$ cat src/rtl/mp_add_seq.sv
`default_nettype none
// +----------------------------------------------------------------------------+
// | Module   : mp_add_seq / cla16                                              |
// | Function : multi-precision add/subtract, one 16-bit CLA slice per cycle   |
// | Revision : 1.0  initial release                                           |
// +----------------------------------------------------------------------------+

module cla16 (
    input  logic [15:0] a,
    input  logic [15:0] b,
    input  logic        ci,
    output logic [15:0] s,
    output logic        co
);

    // 4-bit lookahead unit, returns carries c[4:0] with c[0] = c0.
    function automatic logic [4:0] lah(input logic [3:0] g, input logic [3:0] p, input logic c0);
        logic [4:0] c;
        c[0] = c0;
        c[1] = g[0] | (p[0] & c0);
        c[2] = g[1] | (p[1] & g[0]) | (p[1] & p[0] & c0);
        c[3] = g[2] | (p[2] & g[1]) | (p[2] & p[1] & g[0]) | (p[2] & p[1] & p[0] & c0);
        c[4] = g[3] | (p[3] & g[2]) | (p[3] & p[2] & g[1]) | (p[3] & p[2] & p[1] & g[0])
             | ((&p) & c0);
        return c;
    endfunction

    logic [15:0] w_g, w_p, w_c;
    logic [3:0]  w_gg, w_gp, w_gc;
    logic [4:0]  w_t;

    always_comb begin
        w_g  = a & b;
        w_p  = a ^ b;
        w_gg = '0;
        w_gp = '0;
        w_gc = '0;
        w_c  = '0;
        w_t  = '0;
        for (int j = 0; j < 4; j++) begin
            w_t     = lah(w_g[4*j +: 4], w_p[4*j +: 4], 1'b0);
            w_gg[j] = w_t[4];
            w_gp[j] = &w_p[4*j +: 4];
        end
        w_t  = lah(w_gg, w_gp, ci);
        w_gc = w_t[3:0];
        co   = w_t[4];
        for (int j = 0; j < 4; j++) begin
            w_t            = lah(w_g[4*j +: 4], w_p[4*j +: 4], w_gc[j]);
            w_c[4*j +: 4]  = w_t[3:0];
        end
        s = w_p ^ w_c;
    end

endmodule

module mp_add_seq #(
    parameter int NWORDS = 4
) (
    input  logic                  clk,
    input  logic                  rst,
    input  logic                  start,
    input  logic                  sub,
    input  logic [16*NWORDS-1:0]  a,
    input  logic [16*NWORDS-1:0]  b,
    output logic                  busy,
    output logic                  done,
    output logic [16*NWORDS-1:0]  sum,
    output logic                  cout,
    output logic                  ovf
);

    localparam int W  = 16 * NWORDS;
    localparam int KW = (NWORDS > 1) ? $clog2(NWORDS) : 1;

    typedef enum logic [1:0] {
        IDLE = 2'd0,
        RUN  = 2'd1,
        DONE = 2'd2
    } state_t;

    state_t          state_q, state_d;
    logic [KW-1:0]   k_q, k_d;
    logic            carry_q, carry_d;
    logic            sub_q, sub_d;
    logic [W-1:0]    a_q, a_d, b_q, b_d, sum_q, sum_d;
    logic            cout_q, cout_d, ovf_q, ovf_d;

    logic [15:0]     w_a_sl, w_b_sl, w_bp, w_s;
    logic            w_co;

    always_comb begin
        w_a_sl = '0;
        w_b_sl = '0;
        for (int i = 0; i < NWORDS; i++) begin
            if (k_q == KW'(i)) begin
                w_a_sl = a_q[16*i +: 16];
                w_b_sl = b_q[16*i +: 16];
            end
        end
        w_bp = sub_q ? ~w_b_sl : w_b_sl;
    end

    cla16 u_cla (
        .a  (w_a_sl),
        .b  (w_bp),
        .ci (carry_q),
        .s  (w_s),
        .co (w_co)
    );

    always_comb begin
        state_d = state_q;
        k_d     = k_q;
        carry_d = carry_q;
        sub_d   = sub_q;
        a_d     = a_q;
        b_d     = b_q;
        sum_d   = sum_q;
        cout_d  = cout_q;
        ovf_d   = ovf_q;
        case (state_q)
            RUN: begin
                for (int i = 0; i < NWORDS; i++) begin
                    if (k_q == KW'(i)) sum_d[16*i +: 16] = w_s;
                end
                carry_d = w_co;
                k_d     = k_q + KW'(1);
                if (k_q == KW'(NWORDS - 1)) begin
                    state_d = DONE;
                    cout_d  = w_co;
                    // Sign bits of the top slice decide signed overflow.
                    ovf_d   = (w_a_sl[15] == w_bp[15]) && (w_s[15] != w_a_sl[15]);
                end
            end
            default: begin
                state_d = IDLE;
                if (start) begin
                    state_d = RUN;
                    a_d     = a;
                    b_d     = b;
                    sub_d   = sub;
                    sum_d   = '0;
                    k_d     = '0;
                    carry_d = sub;
                    cout_d  = 1'b0;
                    ovf_d   = 1'b0;
                end
            end
        endcase
    end

    always_ff @(posedge clk or posedge rst) begin
        if (rst) begin
            state_q <= IDLE;
            k_q     <= '0;
            carry_q <= 1'b0;
            sub_q   <= 1'b0;
            a_q     <= '0;
            b_q     <= '0;
            sum_q   <= '0;
            cout_q  <= 1'b0;
            ovf_q   <= 1'b0;
        end else begin
            state_q <= state_d;
            k_q     <= k_d;
            carry_q <= carry_d;
            sub_q   <= sub_d;
            a_q     <= a_d;
            b_q     <= b_d;
            sum_q   <= sum_d;
            cout_q  <= cout_d;
            ovf_q   <= ovf_d;
        end
    end

    assign busy = (state_q == RUN);
    assign done = (state_q == DONE);
    assign sum  = sum_q;
    assign cout = cout_q;
    assign ovf  = ovf_q;

endmodule

`default_nettype wire

$ cat config.mk
export PLATFORM = sky130hd
export DESIGN_NAME = mp_add_seq
export DESIGN_NICKNAME = d
export VERILOG_FILES = /design/src/rtl/mp_add_seq.sv
export SDC_FILE = /design/constraint.sdc
export NUM_CORES = 1
export LEC_CHECK = 0
export CAP_MARGIN = 20
export CORE_ASPECT_RATIO = 0.7
export CORE_MARGIN = 4
export CORE_UTILIZATION = 35
export DETAILED_ROUTE_END_ITERATION = 7
export HOLD_SLACK_MARGIN = 0.02
export SYNTH_ARGS = -nofsm -noshare
export SYNTH_HDL_FRONTEND = slang
export SYNTH_SLANG_ARGS = --single-unit
$ cat constraint.sdc
create_clock -name clk -period 15.15 [get_ports clk]
set_clock_uncertainty 0.1 [all_clocks]
set_input_delay 1.515 -clock clk [delete_from_list [all_inputs] [get_ports clk]]
set_output_delay 1.515 -clock clk [all_outputs]
set_load 0.03 [all_outputs]
# Word-level counts from Yosys, hierarchy flattened
# Cells that the tools add are included.
# Widths: inputs -> output; s select.
[word_totals] register_bits=200 in_bits=132 out_inout_bits=68
[classes] add_sub_neg=1 n_eq_ne=11 n_mux=27 bitwise_logic=122 n_reduce_logical=13
[ops] operator="$mux 16" n=13
[ops] operator="$mux 64" n=2
[ops] operator="$and 1x1->1" n=71
[ops] operator="$or 1x1->1" n=46
[ops] operator="$xor 16x16->16" n=2
[ops] operator="$and 16x16->16" n=1
[ops] operator="$not 16->16" n=1
[ops] operator="$reduce_and 16->1" n=1
[ops] operator="$reduce_and 4->1" n=4
[ops] operator="$reduce_and 2->1" n=5
[ops] operator="$mux 1" n=8
[ops] operator="$mux 2" n=4
[ops] operator="$ne 2x1->1 const B" n=4
[ops] operator="$eq 2x2->1 const B" n=3
[ops] operator="$eq 2x1->1 const B" n=2
[ops] operator="$add 2x1->2 const B" n=1
[ops] operator="$logic_not 2->1" n=1
[ops] operator="$reduce_bool 2->1" n=1
[ops] operator="$eq 1x1->1" n=1
[ops] operator="$logic_and 1x1->1" n=1
[ops] operator="$ne 1x1->1" n=1
[ops] operator="$not 1->1" n=1

# Longest topological paths before layout
# Gate-level depths: netlist (run 1).
[logic_depth] ltp_word=23 mapped_depth=19

# By module
# Synthesis (run 1) repeated with hierarchy kept, for this count alone.
[hier_totals] hier_cells=792 hier_area_um2=9808.2
[modules_own_cells] mod="mp_add_seq" instances=1 cells_each=706 area_per_inst_um2=9091.2 seq_area_each_um2=5004.8
[modules_own_cells] mod="cla16" instances=1 cells_each=86 area_per_inst_um2=716.9 seq_area_each_um2=0.0

# Least setup slack after synthesis (run 1)
# Ideal clock, no wire load.
[synth_path] path_type="reg2reg" startpoint="register k_q[0]" endpoint="register sum_q[60], in the netlist sum[60]" setup_time_ns=0.083 arrival_time_ns=3.564 setup_slack_ns=11.404 stages_incl_launch_ff=17 n_path_buf=2 period_less_slack_ns=3.746 path_cell_list="dfrtp_1 > inv_1 > ha_1 > clkbuf_1 > clkbuf_1 > nand3b_1 > a21oi_1 > a21oi_1 > o21ai_0 > xor2_1 > ha_1 > and3_1 > and3_4 > a211o_1 > o21ai_0 > fa_1 > o21ai_0"
[synth_via] elab_chain_cells=19 elab_cells_between_ends=56
[synth_lines] item="start: declaration" line_no="83" source="logic [KW-1:0] k_q, k_d;"
[synth_lines] item="start signal: assignment" line_no="166" source="k_q <= k_d;"
[synth_lines] item="$logic_not 2->1" line_no="96" source="if (k_q == KW'(i)) begin"
[synth_lines] item="$mux 16 (4 in series)" line_no="96"
[synth_lines] item="$not 16->16" line_no="101" source="w_bp = sub_q ? ~w_b_sl : w_b_sl;"
[synth_lines] item="$mux 16" line_no="101"
[synth_lines] item="$xor 16x16->16 or $and 16x16->16 (tied branches)" line_no="34, 33"
[synth_lines] item="$and 1x1->1" line_no="23" source="c[4] = g[3] | (p[3] & g[2]) | (p[3] & p[2] & g[1]) | (p[3] & p[2] & p[1] & g[0])"
[synth_lines] item="$or 1x1->1 or $and 1x1->1 (tied branches) (2 in series)"
[synth_lines] item="$or 1x1->1"
[synth_lines] item="$and 1x1->1" line_no="22" source="c[3] = g[2] | (p[2] & g[1]) | (p[2] & p[1] & g[0]) | (p[2] & p[1] & p[0] & c0);"
[synth_lines] item="$or 1x1->1 (3 in series)" line_no="22"
[synth_lines] item="$xor 16x16->16" line_no="52" source="s = w_p ^ w_c;"
[synth_lines] item="$mux 16" line_no="125" source="if (k_q == KW'(i)) sum_d[16*i +: 16] = w_s;"
[synth_lines] item="$mux 64" line_no="122" source="case (state_q)"
[synth_lines] item="end signal: assignment" line_no="171" source="sum_q <= sum_d;"
[synth_lines] item="end: declaration" line_no="86" source="logic [W-1:0] a_q, a_d, b_q, b_d, sum_q, sum_d;"
# Parallel ways exist; a longest one is shown, timed or not. The select of a mux whose other input is x is not followed.
# A chain may end at the register's enable or synchronous reset.

# Worst setup path in the final report (run 1)
[layout_path] startpoint="register k_q[1]" endpoint="register sum_q[61], in the netlist sum[61]"
[layout_via] elab_chain_cells=21 elab_cells_between_ends=58
[layout_lines] item="$logic_not 2->1" line_no="96"
[layout_lines] item="$mux 16 (4 in series)" line_no="96"
[layout_lines] item="$not 16->16" line_no="101"
[layout_lines] item="$mux 16" line_no="101"
[layout_lines] item="$xor 16x16->16 or $and 16x16->16 (tied branches)" line_no="34, 33"
[layout_lines] item="$and 1x1->1" line_no="23"
[layout_lines] item="$or 1x1->1 or $and 1x1->1 (tied branches) (2 in series)"
[layout_lines] item="$or 1x1->1"
[layout_lines] item="$and 1x1->1" line_no="22"
[layout_lines] item="$or 1x1->1 (3 in series)" line_no="22"
[layout_lines] item="$and 1x1->1" line_no="20" source="c[1] = g[0] | (p[0] & c0);"
[layout_lines] item="$or 1x1->1" line_no="20"
[layout_lines] item="$xor 16x16->16" line_no="52"
[layout_lines] item="$mux 16" line_no="125"
[layout_lines] item="$mux 64" line_no="122"
# Parallel ways exist; a longest one is shown, timed or not. The select of a mux whose other input is x is not followed.

==> impl_metrics.py, run 1 <==
metrics = {
    "clock_tree": {
        "cts_root_buffer": "clkbuf_16",
        "cts_setup_buffers": 0,
        "cts_buffer_depth": 2,
        "htreeDepth": 4,
        "clock_sinks": 200,
        "cts_tree": "yes",
        "post_cts_resized": 0,
        "clkTransAtPathRegs_ns": 0.07,
        "cts_buffers": 17,
        "clk_latency_ns": 0.44,
        "cts_hold_buf": 0,
    },
    "timing": {
        "rsz0062_at_grt": "no",
        "drv_slew": 0,
        "finalHoldViolations": 0,
        "setup_violations": 0,
        "finalCritPeriodShare": 0.298,
        "fin_setup_tns_ns": 0,
        "whs_ns": 0.376,
        "slew_headroom": 0.371,
        "fmax_ghz": 0.222,
        "max_slew.worst_pin.slew_ns": 0.944,
        "post-route-min-period_ns": 4.51,
    },
    "routing": {
        "wl_per_cell_um": 17.5,
        "ant_nets": 0,
        "firstDrtPassIters": 4,
        "num_vias": 8081,
        "dr.first_iter.drc_count": 620,
        "vias_per_cell": 4.88,
        "finalWirelength_um": 28900,
        "drc": 0,
    },
    "logic_synthesis": {
        "yosysWarnings": 0,
        "postSynth.asyncResetShare": 1.00,
        "syn_nets": 1278,
        "synth_ff_type": "dfrtp_1",
        "synth_area_um2": 9490,
        "synth_cells": 1122,
        "yosysSeqAreaShare": 0.527,
        "synth_edf_count": 0,
        "ys_ff_latch": 200,
        "synth_cell_type_count": 46,
        "avgSynthCellArea_um2": 8.46,
    },
    "floorplanning": {
        "design.die.area_um2": 29900,
        "rows": 50,
        "initial_core_util": 0.355,
        "design.core.area_um2": 26700,
        "die_h_um": 146,
        "num_io_pins": 200,
        "die_w_um": 205,
    },
    "layout": {
        "syn2layout_area_growth_pct": 31.0,
        "fin_nets": 1438,
        "n_fill_cell": 2618,
        "diodes": 0,
        "stdcell_count": 1657,
        "layout-drive-gt1-share": 0.0464,
        "utilization": 0.465,
    },
    "grt": {
        "grt_pass1_vias": 7938,
        "grt_usage": 0.195,
        "overflow": 0,
        "grt_max_degree": 123,
        "antenna_found_initial": 1,
        "grt_pass1_wl_um": 45600,
    },
    "job": {
        "maxCapViolations": 0,
    },
    "worst_hold_path": {
        "hold-path-cell-count": 2,
        "min_path_type": "reg2reg",
    },
    "power": {
        "vdd_drop_max_uv": 143,
        "intPower_mw": 1.72,
        "p_per_area_nw_per_um2": 263,
        "switchingPower_mw": 1.55,
        "p_leak_nw": 5.90,
        "p_sw_frac": 0.474,
        "seq_power_share": 0.281,
        "p_comb_frac": 0.569,
        "pwr-share-clk": 0.150,
    },
    "setup_path": {
        "start_kind": "flop",
        "cp-end-kind": "flop",
        "crit_fanout": 67,
        "critPathArrivalTime_ns": 4.77,
        "cp.required_ns": 15.41,
        "crit_type": "reg2reg",
        "reg2regPathDepth": 16,
    },
    "placed_design": {
        "io_buffers": 199,
        "hpwl_um": 20400,
        "place_congestion": 0.861,
        "dp_cells": 1625,
    },
    "status": {
        "status": "complete, no violations",
    },
}
-- metrics by stage --
stage / worst slack (ns) / power [mW] / area, um^2
floorplan: 8.08 / 2.16 / 9490
finish: 10.64 / 3.27 / 12400
detailed placement: 10.69 / 2.78 / 11800
CTS: 10.65 / 3.28 / 12400
global route: 10.08 / 3.53 / 12400
global placement: 10.78 / 2.76 / 11800
-- area by class of cell --
type                       count  area [um^2]  area share
clock inverter                11          171      0.0138
clock buffer                  19          443      0.0356
timing repair buffer         212         2130       0.171
multi-input combinational    843         4190       0.337
inverter                       8         37.5     0.00302
sequential                   200         5000       0.403
tap                          364          455      0.0366
-- sequential cells by signal, summed over array words and instances (netlist names) --
signal and flops:
k_q 2, sub_q 1, state_q 2, a_q 64, sum 64, b_q 64, ovf 1, carry_q 1
cout 1
-- placed cells by master, fill, tap and decap left out, types with 11 or more instances in the layout --
cell type	Yosys	final
o21ai_0	72	72
xor2_1	22	22
nor2_1	48	48
clkbuf_16	0	17
nand3b_1	17	17
a21oi_1	72	72
buf_4	0	11
a22o_1	20	20
nand2_1	497	496
clkdlybuf4s50_1	0	199
dfrtp_1	200	200
ha_1	20	17
-- final timing paths --
kind / from / end / slack, ns
max in group asynchronous: rst / a_q[57]$_DFFE_PP0P_ / 12.19
worst max-delay path: k_q[1]$_DFFE_PP0P_ / sum[61]$_DFFE_PP0P_ / 10.64
worst min register to register: a_q[33]$_DFFE_PP0P_ / a_q[33]$_DFFE_PP0P_ / 0.38
min in group asynchronous: rst / b_q[52]$_DFFE_PP0P_ / 1.56
worst max register to register: k_q[1]$_DFFE_PP0P_ / sum[61]$_DFFE_PP0P_ / 10.64
worst min-delay path: a_q[33]$_DFFE_PP0P_ / a_q[33]$_DFFE_PP0P_ / 0.38
-- worst max-delay path, cell delays in order, from the launching register on --
cell	delay, ns
dfrtp_1	0.40
inv_1	0.11
ha_2	0.17
buf_4	0.49
nand2_1	0.10
a21oi_1	0.17
a21oi_1	0.07
o21ai_0	0.39
xor2_1	0.21
ha_1	0.40
o21ai_0	0.11
a211oi_1	0.49
o21ai_0	0.26
fa_1	0.47
xnor2_1	0.15
nand2_1	0.12
o21ai_0	0.20
-- cells by family after synthesis --
family / share of synthesized area
muxes: 0.0105
xor gates and xnor gates: 0.0249
and+or+nand+nor: 0.246
adders and majority gates: 0.0348
DFF: 0.527
buffers and inverters: 0.0332
AOI/OAI and AO/OA: 0.123
-- routing by layer --
layer	routed length, um	vias to the layer above	track usage	share of wire
met3	2020	14	0.0463	0.070
met2	12200	221	0.276	0.42
met4	146	2	0.0281	0.0050
met1	14500	3888	0.308	0.50
li1	-	3956	-	-
met5	12	-	0	0.00041
-- cells in the mapped netlist (all sizes together), types with 5 or more instances --
master	count	area (um^2)
nor2	48	180
xnor2	5	43.8
a211oi	5	47.5
nand2	497	1870
o31ai	5	37.5
ha	20	250
inv	8	30.0
mux2	8	90.1
a22o	20	175
and3	6	42.5
dfrtp	200	5000
o21ai	72	360
nor3	5	25.0
nand3b	17	128
xor2	22	193
a21oi	72	360
a22oi	5	37.5
buf	20	93.8
clkbuf	51	191
-- power groups by stage --
stage / combinational, mW / sequential (mW) / clock [mW]
after floorplan: 1.16 / 1.00 / 0
after global placement: 1.83 / 0.930 / 0
after detailed placement: 1.85 / 0.929 / 0
after CTS: 1.86 / 0.921 / 0.499
after global routing: 2.06 / 0.950 / 0.521
final: 1.86 / 0.920 / 0.489
Note: power is estimated with default switching activity, not from simulation.
==> run 2: changes to the inputs <==
==> constraint.sdc (replaced) <==
create_clock -name clk -period 4.1 [get_ports clk]
set_clock_uncertainty 0.1 [all_clocks]
set_input_delay 0.41 -clock clk [delete_from_list [all_inputs] [get_ports clk]]
set_output_delay 0.41 -clock clk [all_outputs]
set_load 0.03 [all_outputs]
==> impl_metrics.py, run 2 (synthesis results as in run 1) <==
metrics = {
    "clock_tree": {
        "cts_buffers": 17,
        "clock_sinks": 200,
        "cts_tree": "yes",
        "clkTransAtPathRegs_ns": 0.08,
        "cts_root_buffer": "clkbuf_16",
        "cts_buffer_depth": 2,
        "htreeDepth": 4,
        "clk_latency_ns": 0.45,
    },
    "placed_design": {
        "io_buffers": 199,
        "hpwl_um": 21700,
        "place_ws_ns": -0.0797,
        "place_congestion": 0.846,
    },
    "setup_path": {
        "cp-end-kind": "flop",
        "crit_type": "reg2reg",
        "reg2reg_from": "k_q[1]$_DFFE_PP0P_",
        "reg2regPathDepth": 16,
        "r2r_end": "sum[57]$_DFFE_PP0P_",
        "reg2reg_slack_ns": 0.13,
        "start_kind": "flop",
        "crit_fanout": 16,
        "critPathArrivalTime_ns": 4.24,
        "crit_start": "k_q[1]$_DFFE_PP0P_",
        "cp.required_ns": 4.37,
    },
    "grt": {
        "grt_usage": 0.199,
        "overflow": 0,
        "grt_pass1_vias": 8118,
        "antenna_found_initial": 1,
        "grt_max_degree": 100,
        "grt_pass1_wl_um": 46500,
    },
    "worst_hold_path": {
        "hold-path-cell-count": 2,
        "hold_start": "sum[3]$_DFFE_PP0P_",
        "min_path_type": "reg2reg",
        "whs_endpoint": "sum[3]$_DFFE_PP0P_",
    },
    "floorplanning": {
        "design.die.area_um2": 29900,
        "die_w_um": 205,
        "num_io_pins": 200,
        "die_h_um": 146,
        "rows": 50,
        "initial_core_util": 0.355,
        "design.core.area_um2": 26700,
    },
    "timing": {
        "setup_violations": 0,
        "fin_setup_tns_ns": 0,
        "drv_slew": 0,
        "max_slew.worst_pin.slew_ns": 0.913,
        "finalCritPeriodShare": 0.968,
        "finalHoldViolations": 0,
        "fmax_ghz": 0.252,
        "post-route-min-period_ns": 3.97,
        "slew_headroom": 0.390,
        "finalWorstSetupSlack_ns": 0.132,
    },
    "job": {
        "maxCapViolations": 0,
    },
    "layout": {
        "final_common_cell": "nand2_1",
        "utilization": 0.478,
        "n_fill_cell": 2633,
        "final_cell_mix": "nand2_1, dfrtp_1, clkdlybuf4s50_1",
        "layout-drive-gt1-share": 0.0756,
        "diodes": 0,
        "fin_nets": 1465,
        "syn2layout_area_growth_pct": 34.6,
    },
    "routing": {
        "wl_per_cell_um": 17.6,
        "finalWirelength_um": 29700,
        "vias_per_cell": 4.85,
        "firstDrtPassIters": 5,
        "drc": 0,
        "dr.first_iter.drc_count": 685,
        "num_vias": 8177,
        "ant_nets": 0,
    },
    "power": {
        "p_per_area_nw_per_um2": 1010,
        "vdd_drop_max_uv": 565,
        "p_leak_nw": 6.05,
    },
    "status": {
        "status": "complete, no violations",
    },
}
==> run 2: cell count changes in the layout (fill, tap and decap cells not counted), moves of 2 or more <==
| cell | before | now |
|---|---|---|
| xor2_2 | 0 | 3 |
| clkinv_4 | 1 | 3 |
| clkinv_2 | 2 | 0 |
| buf_12 | 0 | 6 |
| clkinvlp_4 | 2 | 4 |
| xor2_1 | 22 | 19 |
| ha_4 | 0 | 2 |
| o21ai_0 | 72 | 62 |
| buf_4 | 11 | 32 |
| o21ai_1 | 0 | 8 |
| o21ai_2 | 0 | 2 |
==> run 2: worst max-delay path by stage <==
stage	endpoint
6_report	sum[57]$_DFFE_PP0P_
5_1_grt	sum[45]$_DFFE_PP0P_
2_1_floorplan	sum[60]$_DFFE_PP0P_
4_1_cts	sum[57]$_DFFE_PP0P_
3_3_place_gp	sum[12]$_DFFE_PP0P_
3_5_place_dp	sum[28]$_DFFE_PP0P_
==> run 2: report_power, final <==
group / internal [mW] / switching [mW]
sequential: 2.87 / 0.565
clock: 0.978 / 0.824
combinational: 2.94 / 4.67
total: 6.79 / 6.06
==> run 2: critical path: stages, from the launching register on <==
cell      delay, ns
dfrtp_1        0.38
inv_1          0.16
ha_4           0.22
buf_12         0.16
nand3b_1       0.09
a21oi_1        0.17
a21oi_1        0.06
o21ai_1        0.20
xor2_1         0.31
ha_1           0.33
and3_1         0.20
and3_4         0.18
a211o_4        0.38
fa_2           0.41
xor2_2         0.17
nand2_1        0.15
o21ai_0        0.19
==> run 2: stage by stage <==
stage | total power, mW | area, um^2 | instances | hold slack, ns
after floorplan | 7.98 | 9500 | 1122 | 0.346
after global placement | 10.6 | 12000 | 1647 | 0.358
after detailed placement | 10.7 | 12000 | 1647 | 0.363
after CTS | 12.5 | 12600 | 1679 | 0.361
after global routing | 13.8 | 12800 | 1686 | 0.380
final | 12.8 | 12800 | 1686 | 0.378
==> run 2: layout make-up <==
class | instances | area, um^2 | area share
Sequential cell | 200 | 5010 | 0.392
Tap cell | 364 | 455 | 0.0357
Clock buffer | 18 | 429 | 0.0336
Inverter | 8 | 33.8 | 0.00264
Multi-Input combinational cell | 843 | 4260 | 0.333
Timing Repair Buffer | 239 | 2400 | 0.188
Clock inverter | 14 | 188 | 0.0147
==> run 2: routing by layer <==
layer | part of all wire | GRT usage | vias up
met3 | 0.071 | 0.0497 | 17
met2 | 0.41 | 0.283 | 236
met4 | 0.0072 | 0.0335 | 2
met1 | 0.51 | 0.310 | 3917
li1 | - | - | 4005
met5 | 0.00044 | 0 | -
==> run 2: repair_timing <==
action                                  in CTS  in global routing
cloned                                       0                  1
pin swaps                                    0                  6
buffers inserted                             0                  5
hold buffers                                 0                  0
endpoints found under the setup margin      12                 40
gates resized for setup                      3                 21
==> run 3: changes to the inputs <==
--- a/config.mk
+++ b/config.mk
@@ -7,7 +7,6 @@
 export LEC_CHECK = 0
 export CAP_MARGIN = 20
 export CORE_ASPECT_RATIO = 0.7
-export CORE_MARGIN = 4
 export CORE_UTILIZATION = 35
 export DETAILED_ROUTE_END_ITERATION = 7
 export HOLD_SLACK_MARGIN = 0.02
==> impl_metrics.py, run 3 (synthesis results as in run 1) <==
metrics = {
    "placed_design": {
        "dpl_cell_area_um2": 12000,
        "place_congestion": 0.838,
        "dp_cells": 1653,
        "io_buffers": 199,
        "hpwl_um": 20800,
    },
    "layout": {
        "final_cell_mix": "nand2_1, clkdlybuf4s50_1, dfrtp_1",
        "syn2layout_area_growth_pct": 34.6,
        "stdcell_count": 1691,
        "final_common_cell": "nand2_1",
        "n_fill_cell": 2583,
        "layout-drive-gt1-share": 0.0845,
        "final_cell_area_um2": 12800,
        "fin_nets": 1469,
    },
    "setup_path": {
        "cp.required_ns": 4.37,
        "start_kind": "flop",
        "critPathArrivalTime_ns": 4.19,
        "cp-end-kind": "flop",
        "crit_type": "reg2reg",
        "reg2regPathDepth": 16,
        "crit_fanout": 11,
    },
    "grt": {
        "grt_max_degree": 101,
        "grt_usage": 0.210,
        "grt_pass1_wl_um": 44300,
        "overflow": 0,
        "grt_pass1_vias": 7866,
        "antenna_found_initial": 1,
    },
    "clock_tree": {
        "clkTransAtPathRegs_ns": 0.08,
        "cts_tree": "yes",
        "clock_sinks": 200,
        "cts_buffers": 17,
        "clk_latency_ns": 0.45,
        "cts_root_buffer": "clkbuf_16",
        "htreeDepth": 4,
        "cts_hold_buf": 0,
        "cts_buffer_depth": 2,
    },
    "routing": {
        "firstDrtPassIters": 4,
        "dr.first_iter.drc_count": 607,
        "num_vias": 8181,
        "finalWirelength_um": 28500,
        "vias_per_cell": 4.84,
        "drc": 0,
        "wl_per_cell_um": 16.8,
        "ant_nets": 0,
    },
    "power": {
        "seq_power_share": 0.265,
        "switchingPower_mw": 6.03,
        "pwr-share-clk": 0.135,
        "p_sw_frac": 0.471,
        "intPower_mw": 6.76,
        "vdd_drop_max_uv": 571,
        "p_per_area_nw_per_um2": 1000,
        "p_leak_nw": 6.06,
        "p_comb_frac": 0.600,
    },
    "timing": {
        "whs_ns": 0.366,
        "setup_violations": 0,
        "max_slew.worst_pin.slew_ns": 0.708,
        "fmax_ghz": 0.255,
        "post-route-min-period_ns": 3.92,
        "rsz0062_at_grt": "no",
        "slew_headroom": 0.528,
        "finalHoldViolations": 0,
        "drv_slew": 0,
        "finalCritPeriodShare": 0.957,
    },
    "floorplanning": {
        "die_h_um": 140,
        "rows": 50,
        "num_io_pins": 200,
        "initial_core_util": 0.355,
        "design.die.area_um2": 27800,
        "design.core.area_um2": 26700,
        "die_w_um": 199,
    },
    "job": {
        "maxCapViolations": 0,
    },
    "status": {
        "status": "complete, no violations",
    },
    "worst_hold_path": {
        "min_path_type": "in2async",
    },
}
-- run 3: changes by cell type in the layout (fill, tap and decap cells not counted), moves of 3 or more --
cell / previous run / this run
o21ai_0: 62 / 48
o21ai_2: 2 / 6
buf_4: 32 / 38
o21ai_1: 8 / 18
inv_8: 2 / 5
-- run 3: routing by layer --
layer / vias up / part of all wire / track usage
met3: 27 / 0.058 / 0.0456
met5: - / 0 / 0
li1: 4026 / - / -
met2: 227 / 0.41 / 0.296
met4: 0 / 0.014 / 0.0567
met1: 3901 / 0.52 / 0.322
-- run 3: path summary, 6_finish.rpt --
kind	startpoint	endpoint	slack, ns
worst max-delay path	k_q[1]$_DFFE_PP0P_	sum[45]$_DFFE_PP0P_	0.18
worst max register to register	k_q[1]$_DFFE_PP0P_	sum[45]$_DFFE_PP0P_	0.18
worst min register to register	a_q[3]$_DFFE_PP0P_	a_q[3]$_DFFE_PP0P_	0.38
min in group clk	a_q[3]$_DFFE_PP0P_	a_q[3]$_DFFE_PP0P_	0.38
max in group asynchronous	rst	a_q[6]$_DFFE_PP0P_	3.01
worst min-delay path	rst	sum[63]$_DFFE_PP0P_	0.37
-- run 3: layout make-up --
class | instances | area [um^2] | share of cell area
Antenna cell | 1 | 2.50 | 0.000196
Clock buffer | 18 | 439 | 0.0344
Timing Repair Buffer | 243 | 2380 | 0.187
Inverter | 8 | 33.8 | 0.00264
Sequential cell | 200 | 5010 | 0.392
Tap cell | 364 | 455 | 0.0357
Clock inverter | 14 | 159 | 0.0124
Multi-Input combinational cell | 843 | 4290 | 0.336
-- run 3: per-stage QoR --
step	worst slack, ns	util	setup TNS (ns)	power [mW]
finish	0.177	0.478	0	12.8
global placement	-0.0383	0.449	-0.257	10.6
global route	0.00486	0.478	0	13.8
detailed placement	-0.107	0.449	-1.01	10.7
CTS	0.0154	0.473	0	12.5
floorplan	0.354	-	0	7.98
-- run 3: power groups by stage --
stage	sequential (mW)	combinational [mW]	clock, mW
floorplan	3.69	4.28	0
global placement	3.42	7.19	0
detailed placement	3.42	7.28	0
CTS	3.39	7.36	1.76
global route	3.50	8.44	1.84
finish	3.39	7.67	1.73
-- run 3: what timing repair did --
action	4_1_cts	5_1_grt
setup buffers	0	5
gates resized for setup	9	40
endpoints found under the setup margin	16	39
pin swaps	0	4
endpoints found under the hold margin	0	0
-- run 3: worst max-delay path: stages, from the launching register on --
cell and delay, ns:
dfrtp_2 0.43, inv_2 0.09, ha_4 0.20, buf_4 0.18, nand3b_1 0.16, a21oi_1 0.16
a21oi_1 0.07, o21ai_0 0.40, xor2_1 0.20, ha_1 0.36, o21ai_0 0.10, a211oi_1 0.30
o21ai_1 0.19, fa_1 0.46, xnor2_1 0.16, nand2_1 0.13, o21ai_1 0.16
